--- src/rtl/synapse_access_ctrl.sv ---
`default_nettype none
// ---------------------------------------------------------------------------
// synapse_access_ctrl : load / spike lookup / kill dump controller for one
//                       single-port synapse weight BRAM.      Rev 1.0
// ---------------------------------------------------------------------------
module synapse_access_ctrl #(
  parameter int ADDR_W = 8,
  parameter int DATA_W = 8,
  parameter int DEPTH  = 256
) (
  input  logic              clk,
  input  logic              rst_n,
  input  logic              load_start_i,
  input  logic              in_valid_i,
  output logic              in_ready_o,
  input  logic [DATA_W-1:0] in_weight_i,
  output logic              load_done_o,
  input  logic              kill_i,
  input  logic              spike_valid_i,
  output logic              spike_ready_o,
  input  logic [ADDR_W-1:0] spike_id_i,
  output logic              w_out_valid_o,
  input  logic              w_out_ready_i,
  output logic [DATA_W-1:0] w_out_o,
  output logic [ADDR_W-1:0] w_out_id_o,
  output logic              w_out_last_o,
  output logic              dump_active_o,
  output logic [ADDR_W-1:0] bram_addr_o,
  output logic [DATA_W-1:0] bram_data_o,
  output logic              bram_w_en_o,
  input  logic [DATA_W-1:0] bram_q_i
);

  localparam logic [ADDR_W-1:0] LAST_ADDR = ADDR_W'(DEPTH - 1);

  typedef enum logic [2:0] {
    IDLE     = 3'd0,
    LOAD     = 3'd1,
    RD_ISSUE = 3'd2,
    RD_CAPT  = 3'd3,
    OUT_HOLD = 3'd4
  } state_e;

  state_e            state_q, state_d;
  logic [ADDR_W-1:0] wr_ptr_q, wr_ptr_d;
  logic [ADDR_W-1:0] bram_addr_q, bram_addr_d;
  logic [DATA_W-1:0] bram_data_q, bram_data_d;
  logic              bram_w_en_q, bram_w_en_d;
  logic              load_done_q, load_done_d;
  logic [DATA_W-1:0] w_out_q, w_out_d;
  logic [ADDR_W-1:0] w_out_id_q, w_out_id_d;
  logic              w_out_valid_q, w_out_valid_d;
  logic              w_out_last_q, w_out_last_d;
  logic              kill_pend_q, kill_pend_d;
  logic              dump_q, dump_d;
  logic              issue_wait_q, issue_wait_d;
  logic              spike_ready;

  always_comb begin
    state_d       = state_q;
    wr_ptr_d      = wr_ptr_q;
    bram_addr_d   = bram_addr_q;
    bram_data_d   = bram_data_q;
    bram_w_en_d   = 1'b0;
    w_out_d       = w_out_q;
    w_out_id_d    = w_out_id_q;
    w_out_valid_d = w_out_valid_q;
    w_out_last_d  = w_out_last_q;
    kill_pend_d   = kill_pend_q;
    dump_d        = dump_q;
    issue_wait_d  = issue_wait_q;
    in_ready_o    = 1'b0;
    spike_ready   = 1'b0;
    // Pulse follows the cycle in which the final table write is on the port.
    load_done_d   = bram_w_en_q && (bram_addr_q == LAST_ADDR);

    if (kill_i && !dump_q) begin
      kill_pend_d = 1'b1;
    end

    case (state_q)
      IDLE: begin
        if (load_start_i) begin
          wr_ptr_d = '0;
          state_d  = LOAD;
        end else if (kill_pend_q || kill_i) begin
          dump_d       = 1'b1;
          bram_addr_d  = '0;
          issue_wait_d = 1'b0;
          state_d      = RD_ISSUE;
        end else begin
          spike_ready = !w_out_valid_q;
          if (spike_valid_i && !w_out_valid_q) begin
            bram_addr_d  = spike_id_i;
            issue_wait_d = 1'b0;
            state_d      = RD_ISSUE;
          end
        end
      end

      LOAD: begin
        in_ready_o = 1'b1;
        if (in_valid_i) begin
          bram_addr_d = wr_ptr_q;
          bram_data_d = in_weight_i;
          bram_w_en_d = 1'b1;
          if (wr_ptr_q == LAST_ADDR) begin
            wr_ptr_d = '0;
            state_d  = IDLE;
          end else begin
            wr_ptr_d = wr_ptr_q + 1'b1;
          end
        end
      end

      // Two issue cycles: the BRAM clocks the address, then presents q.
      RD_ISSUE: begin
        issue_wait_d = 1'b1;
        if (issue_wait_q) begin
          issue_wait_d = 1'b0;
          state_d      = RD_CAPT;
        end
      end

      RD_CAPT: begin
        w_out_d       = bram_q_i;
        w_out_id_d    = bram_addr_q;
        w_out_valid_d = 1'b1;
        w_out_last_d  = dump_q && (bram_addr_q == LAST_ADDR);
        state_d       = OUT_HOLD;
      end

      OUT_HOLD: begin
        if (w_out_ready_i) begin
          w_out_valid_d = 1'b0;
          w_out_last_d  = 1'b0;
          if (dump_q && (bram_addr_q != LAST_ADDR)) begin
            bram_addr_d  = bram_addr_q + 1'b1;
            issue_wait_d = 1'b0;
            state_d      = RD_ISSUE;
          end else begin
            if (dump_q) begin
              dump_d      = 1'b0;
              kill_pend_d = 1'b0;
            end
            state_d = IDLE;
          end
        end
      end

      default: begin
        state_d = IDLE;
      end
    endcase
  end

  always_ff @(posedge clk or negedge rst_n) begin
    if (!rst_n) begin
      state_q       <= IDLE;
      wr_ptr_q      <= '0;
      bram_addr_q   <= '0;
      bram_data_q   <= '0;
      bram_w_en_q   <= 1'b0;
      load_done_q   <= 1'b0;
      w_out_q       <= '0;
      w_out_id_q    <= '0;
      w_out_valid_q <= 1'b0;
      w_out_last_q  <= 1'b0;
      kill_pend_q   <= 1'b0;
      dump_q        <= 1'b0;
      issue_wait_q  <= 1'b0;
    end else begin
      state_q       <= state_d;
      wr_ptr_q      <= wr_ptr_d;
      bram_addr_q   <= bram_addr_d;
      bram_data_q   <= bram_data_d;
      bram_w_en_q   <= bram_w_en_d;
      load_done_q   <= load_done_d;
      w_out_q       <= w_out_d;
      w_out_id_q    <= w_out_id_d;
      w_out_valid_q <= w_out_valid_d;
      w_out_last_q  <= w_out_last_d;
      kill_pend_q   <= kill_pend_d;
      dump_q        <= dump_d;
      issue_wait_q  <= issue_wait_d;
    end
  end

  // Held low during reset so every output reads 0 while rst_n is asserted.
  assign spike_ready_o = rst_n & spike_ready;
  assign load_done_o   = load_done_q;
  assign w_out_valid_o = w_out_valid_q;
  assign w_out_o       = w_out_q;
  assign w_out_id_o    = w_out_id_q;
  assign w_out_last_o  = w_out_last_q;
  assign dump_active_o = dump_q;
  assign bram_addr_o   = bram_addr_q;
  assign bram_data_o   = bram_data_q;
  assign bram_w_en_o   = bram_w_en_q;

endmodule
`default_nettype wire

--- config.mk ---
export PLATFORM = sky130hd
export DESIGN_NAME = synapse_access_ctrl
export DESIGN_NICKNAME = d
export VERILOG_FILES = /design/src/rtl/synapse_access_ctrl.sv
export SDC_FILE = /design/constraint.sdc
export NUM_CORES = 1
export LEC_CHECK = 0
export BUFFER_PORTS_ARGS = -buffer_cell sky130_fd_sc_hd__clkbuf_2
export CELL_PAD_IN_SITES_DETAIL_PLACEMENT = 2
export CELL_PAD_IN_SITES_GLOBAL_PLACEMENT = 2
export CORE_MARGIN = 5
export CORE_UTILIZATION = 32
export DETAILED_ROUTE_END_ITERATION = 8
export HOLD_SLACK_MARGIN = 0.02
export PLACE_DENSITY_LB_ADDON = 0.1
export SLEW_MARGIN = 20
export SYNTH_ARGS = -nofsm -noshare
export SYNTH_HDL_FRONTEND = slang
export SYNTH_SLANG_ARGS = --single-unit
--- constraint.sdc ---
create_clock -name clk -period 2 [get_ports clk]
set_input_delay 0.4 -clock clk [delete_from_list [all_inputs] [get_ports clk]]
set_output_delay 0.4 -clock clk [all_outputs]
set_load 0.1 [all_outputs]
==> impl_metrics.json, run 1 <==
{
  "status": "finished, final reports clean",
  "ctsLongestPathBuffers": 2,
  "numPortBuffers": 69,
  "power_density_nw_per_um2": 1800,
  "root_buffer": "clkbuf_8",
  "cts_buffers": 5,
  "ys_async_sr_fraction": 1.00,
  "rows": 31,
  "grt_use_total": 0.161,
  "syn_to_final_growth_pct": 29.8,
  "grt_overflow": 0,
  "maxSlewViolCount": 0,
  "crit_path_end_kind": "primary output",
  "max_freq_mhz": 519,
  "antenna_found_initial": 0,
  "insertion_delay_ns": 0.31,
  "core_um2": 7290,
  "dr.first_iter.drc_count": 118,
  "synth_top_flop_cell": "dfrtp_1",
  "syn-cell-area_um2": 2410,
  "layout.area.seq_um2": 1260,
  "vias_per_cell": 5.09,
  "min_path_type": "input port to async pin",
  "cts_tree": "yes",
  "period_needed_ns": 1.93,
  "die_y_um": 96.8,
  "syn_nets": 248,
  "relSlewSlack": 0.564,
  "grt.met1_usage": 0.218,
  "antenna_left": 0,
  "grt_start_max_net_pins": 51,
  "holdWs_ns": 0.251,
  "multi_input_area_um2": 1080,
  "wl_mm": 7.37,
  "place_ws_ns": 0.170,
  "grt_pass1_vias": 2312,
  "firstDrtPassIters": 6,
  "timing.critical_path.fanout_max": 4,
  "stdcell_count": 402,
  "fin_skew_ns": 0.0112,
  "synthCells": 215,
  "cp.required_ns": 1.60,
  "synth-edff-count": 0,
  "finalHoldViolations": 0,
  "vdd_ir_drop_max_uv": 970,
  "avgSynthCellArea_um2": 11.2,
  "p_leak_nw": 1.47,
  "cts.reportedPaths.clkPinSlew_ns": 0.10,
  "hpwl_mm": 5.60,
  "nets": 335,
  "diodes": 0,
  "ys_types": 45,
  "maxCapViolCount": 0,
  "grt_pass1_wl_mm": 12.3,
  "yosysWarnings": 0,
  "fin_ws_ns": 0.0731,
  "clock_sinks": 50,
  "worst_pin_slew_ns": 0.654,
  "drc_errors": 0,
  "final_cell_mix": "clkbuf_2 (67), dfrtp_1 (42), o21ai_0 (23), mux2_2 (20), buf_4 (18)",
  "ios": 70,
  "dieWidth_um": 96.8,
  "layout_commonest_cell": "clkbuf_2",
  "vias": 2047,
  "use_met2": 0.264,
  "ys_seq_elements": 50,
  "critPathLaunchType": "register",
  "routabilityCongestion": 0.747,
  "tns_ns": 0,
  "grt_busiest_layer": "met2",
  "power_w": 0.00562,
  "initial_core_util": 0.330,
  "grt_setup_unrepaired": "false",
  "path_class": "register to primary output",
  "grt_use_met3": 0.0353,
  "die_area_um2": 9370,
  "cts.htree.levels": 2,
  "setup_violations": 0,
  "drive_gt1_frac": 0.455,
  "numPlacedInstances": 388,
  "wl_per_cell_um": 18.3,
  "synth_seq_area_share": 0.519,
  "fin_crit_sh": 0.963,
  "crit_arrival_ns": 1.53,
  "nFillCells": 823
}
==> cells by family (layout without fill, tap and decap cells) <==
group | count (synthesis) | after routing | synth area share
flops | 50 | 50 | 0.519
buf+inv | 17 | 105 | 0.0384
mux | 27 | 27 | 0.123
simple gates | 60 | 60 | 0.139
xor+xnor | 7 | 7 | 0.0254
compound gates | 52 | 52 | 0.145
fa+ha+maj | 2 | 2 | 0.0104
==> state kept, by name, indices dropped and copies added, names as in the netlist, 3 cells and up <==
| register | cells |
|---|---|
| state_q | 3 |
| bram_data_o | 8 |
| bram_addr_o | 8 |
| w_out_id_o | 8 |
| w_out_o | 8 |
| wr_ptr_q | 8 |
==> timing repair <==
item / 4_1_cts / 5_1_grt
hold buffers: 0 / 0
hold endpoints to repair: 0 / 0
setup endpoints to repair: 2 / 2
setup buffers: 2 / 4
resized for setup: 4 / 4
==> layer usage <==
layer  routed length (µm)  part of all wire  vias to the layer above
met2                 3620              0.49                       46
met5                    0                 0                        -
met3                  263             0.036                        6
li1                     -                 -                      950
met1                 3410              0.46                     1045
met4                   78             0.011                        0
==> report_power, final <==
group,switching (W),internal [W]
registers,0.000241,0.00130
logic,0.00258,0.000865
clock network,0.000377,0.000251
==> cell type report <==
| cell class | count | area share |
|---|---|---|
| inverter | 8 | 0.00960 |
| sequential | 50 | 0.403 |
| clock inverter | 2 | 0.00440 |
| tap | 99 | 0.0396 |
| clock buffer | 6 | 0.0232 |
| multi-input combinational | 148 | 0.347 |
| timing repair buffer | 89 | 0.173 |
==> cells in the mapped netlist, drive strengths merged, types with 2 or more instances <==
cell / instances / share of area
nand2b: 5 / 0.013
clkbuf: 2 / 0.0031
nand3: 6 / 0.015
and2: 2 / 0.0052
nand2: 17 / 0.028
o21ai: 23 / 0.048
mux2i: 6 / 0.025
a22o: 2 / 0.0073
dfrtp: 50 / 0.52
a21oi: 5 / 0.010
o31ai: 5 / 0.016
mux2: 21 / 0.098
or2: 3 / 0.0078
inv: 8 / 0.012
a21o: 2 / 0.0062
ha: 2 / 0.010
buf: 7 / 0.023
nor2: 12 / 0.026
nor3: 4 / 0.010
xnor2: 5 / 0.018
xor2: 2 / 0.0073
a221o: 2 / 0.0083
and3: 3 / 0.0078
a222oi: 7 / 0.029
nand4: 3 / 0.0078
==> path summary, 6_finish.rpt <==
| path | startpoint | end | slack, ns | cells after the start |
|---|---|---|---|---|
| max in group asynchronous | rst_n | state_q[1] | 1.26 | 2 |
| min reg2reg | w_out_id_o[5] | w_out_id_o[5] | 0.50 | 2 |
| max reg2reg | state_q[1] | bram_addr_o[4] | 0.12 | 5 |
| min in group clk | in_weight_i[5] | bram_data_o[5] | 0.31 | 2 |
| max | state_q[1] | spike_ready_o | 0.07 | 3 |
| min | rst_n | w_out_id_o[1] | 0.25 | 2 |
==> worst max-delay path: stages (launching register included) <==
cell     delay [ns]
dfrtp_2        0.47
nor4_4         0.29
and4b_2        0.28
buf_12         0.17
==> metrics by stage <==
step | instance area (µm²) | util
floorplan | 2420 | -
global placement | 2970 | 0.408
detailed placement | 2970 | 0.408
CTS | 3080 | 0.423
global route | 3130 | 0.429
finish | 3130 | 0.429
Power figures use the tool's default switching activity.
==> run 2: changes to the inputs <==
--- a/config.mk
+++ b/config.mk
@@ -13,6 +13,7 @@
 export DETAILED_ROUTE_END_ITERATION = 8
 export HOLD_SLACK_MARGIN = 0.02
 export PLACE_DENSITY_LB_ADDON = 0.1
+export REMOVE_ABC_BUFFERS = 1
 export SLEW_MARGIN = 20
 export SYNTH_ARGS = -nofsm -noshare
 export SYNTH_HDL_FRONTEND = slang
==> impl_metrics.json, run 2 (synthesized netlist as in run 1, its figures left out) <==
{
  "period_needed_ns": 1.95,
  "route.met3.wl_um": 454,
  "rows": 31,
  "layout_commonest_cell": "clkbuf_2",
  "drc_errors": 0,
  "firstDrtPassIters": 4,
  "p_leak_nw": 1.49,
  "wl_per_cell_um": 18.6,
  "relSlewSlack": 0.551,
  "die_y_um": 96.8,
  "grt_setup_unrepaired": "true",
  "vias": 2040,
  "setup_violations": 0,
  "wl_mm": 7.46,
  "initial_core_util": 0.330,
  "grt_start_max_net_pins": 51,
  "wl_met1_mm": 3.17,
  "final_area_um2": 3150,
  "routabilityCongestion": 0.758,
  "hpwl_mm": 5.45,
  "power_density_nw_per_um2": 1820,
  "cts_tree": "yes",
  "status": "finished, final reports clean",
  "maxCapViolCount": 0,
  "numPortBuffers": 69,
  "wl_met2_mm": 3.79,
  "vdd_ir_drop_max_uv": 1060,
  "top_layer": "met4",
  "place_ws_ns": 0.107,
  "grt_pass1_vias": 2393,
  "drive_gt1_frac": 0.436,
  "root_buffer": "clkbuf_8",
  "ctsLongestPathBuffers": 2,
  "dieWidth_um": 96.8,
  "finalHoldViolations": 0,
  "cp.required_ns": 1.60,
  "holdBufCountCts": 0,
  "maxSlewViolCount": 0,
  "critPathLaunchType": "register",
  "max_freq_mhz": 513,
  "fin_skew_ns": 0.0113,
  "cts.reportedPaths.clkPinSlew_ns": 0.10,
  "grt_use_total": 0.162,
  "syn_to_final_growth_pct": 30.5,
  "ios": 70,
  "min_path_type": "input port to async pin",
  "dr.first_iter.drc_count": 63,
  "cts_buffers": 5,
  "cts.htree.levels": 2,
  "vias_per_cell": 5.07,
  "core_um2": 7290,
  "crit_arrival_ns": 1.55,
  "fin_crit_sh": 0.975,
  "fin_ws_ns": 0.0506,
  "grt_overflow": 0,
  "crit_path_end_kind": "primary output",
  "nets": 335,
  "clock_sinks": 50,
  "antenna_left": 0,
  "final_cell_mix": "clkbuf_2 (67), dfrtp_1 (47), o21ai_0 (23), mux2_2 (20), buf_4 (19)",
  "antenna_found_initial": 0,
  "die_area_um2": 9370,
  "worst_pin_slew_ns": 0.674,
  "insertion_delay_ns": 0.31,
  "diodes": 0,
  "grt_pass1_wl_mm": 12.4,
  "timing.critical_path.fanout_max": 3,
  "place_area_um2": 2960,
  "path_class": "register to primary output"
}
## run 2: final cells by class
class / count / area (µm²)
Clock buffer: 5 / 68.8
Clock inverter: 3 / 47.5
Fill cell: 806 / 4150
Inverter: 8 / 30.0
Multi-Input combinational cell: 148 / 1080
Sequential cell: 50 / 1250
Tap cell: 99 / 124
Timing Repair Buffer: 89 / 538
## run 2: power breakdown
part	internal [W]	total [W]	switching [W]
combinational	0.000849	0.00345	0.00260
sequential	0.00130	0.00153	0.000225
clock	0.000380	0.000754	0.000374
## run 2: per-layer routing
layer | GRT usage | vias up
met2 | 0.279 | 58
met5 | 0 | -
met1 | 0.199 | 1027
li1 | - | 951
met3 | 0.0482 | 4
met4 | 0.0378 | 0
## run 2: final timing paths
check / startpoint / endpoint / slack (ns) / depth (start not counted)
setup / recovery: state_q[1] / spike_ready_o / 0.05 / 3
hold / removal: rst_n / load_done_o / 0.23 / 2
setup reg to reg: bram_addr_o[0] / bram_addr_o[4] / 0.14 / 6
hold reg to reg: w_out_id_o[5] / w_out_id_o[5] / 0.50 / 2
max in group asynchronous: rst_n / state_q[0] / 1.27 / 2
min in group clk: bram_q_i[2] / w_out_o[2] / 0.31 / 2
## run 2: timing repair
item	in CTS	in global routing
buffers inserted	4	2
pin swaps	0	2
setup endpoints to repair	1	4
gates resized for setup	5	1
## run 2: stage by stage
step / TNS [ns] / cells / hold WS [ns] / util / power [W]
2_1_floorplan: -8.16 / 206 / 0.104 / - / 0.00408
3_3_place_gp: 0 / 388 / 0.467 / 0.406 / 0.00482
3_5_place_dp: 0 / 388 / 0.485 / 0.406 / 0.00488
4_1_cts: 0 / 400 / 0.273 / 0.429 / 0.00575
5_1_grt: -0.0375 / 402 / 0.294 / 0.431 / 0.00603
6_report: 0 / 402 / 0.232 / 0.431 / 0.00573
## run 2: critical path, stage by stage (launching register included)
cell     delay [ns]
dfrtp_2        0.47
nor4_4         0.31
and4b_1        0.28
buf_12         0.18
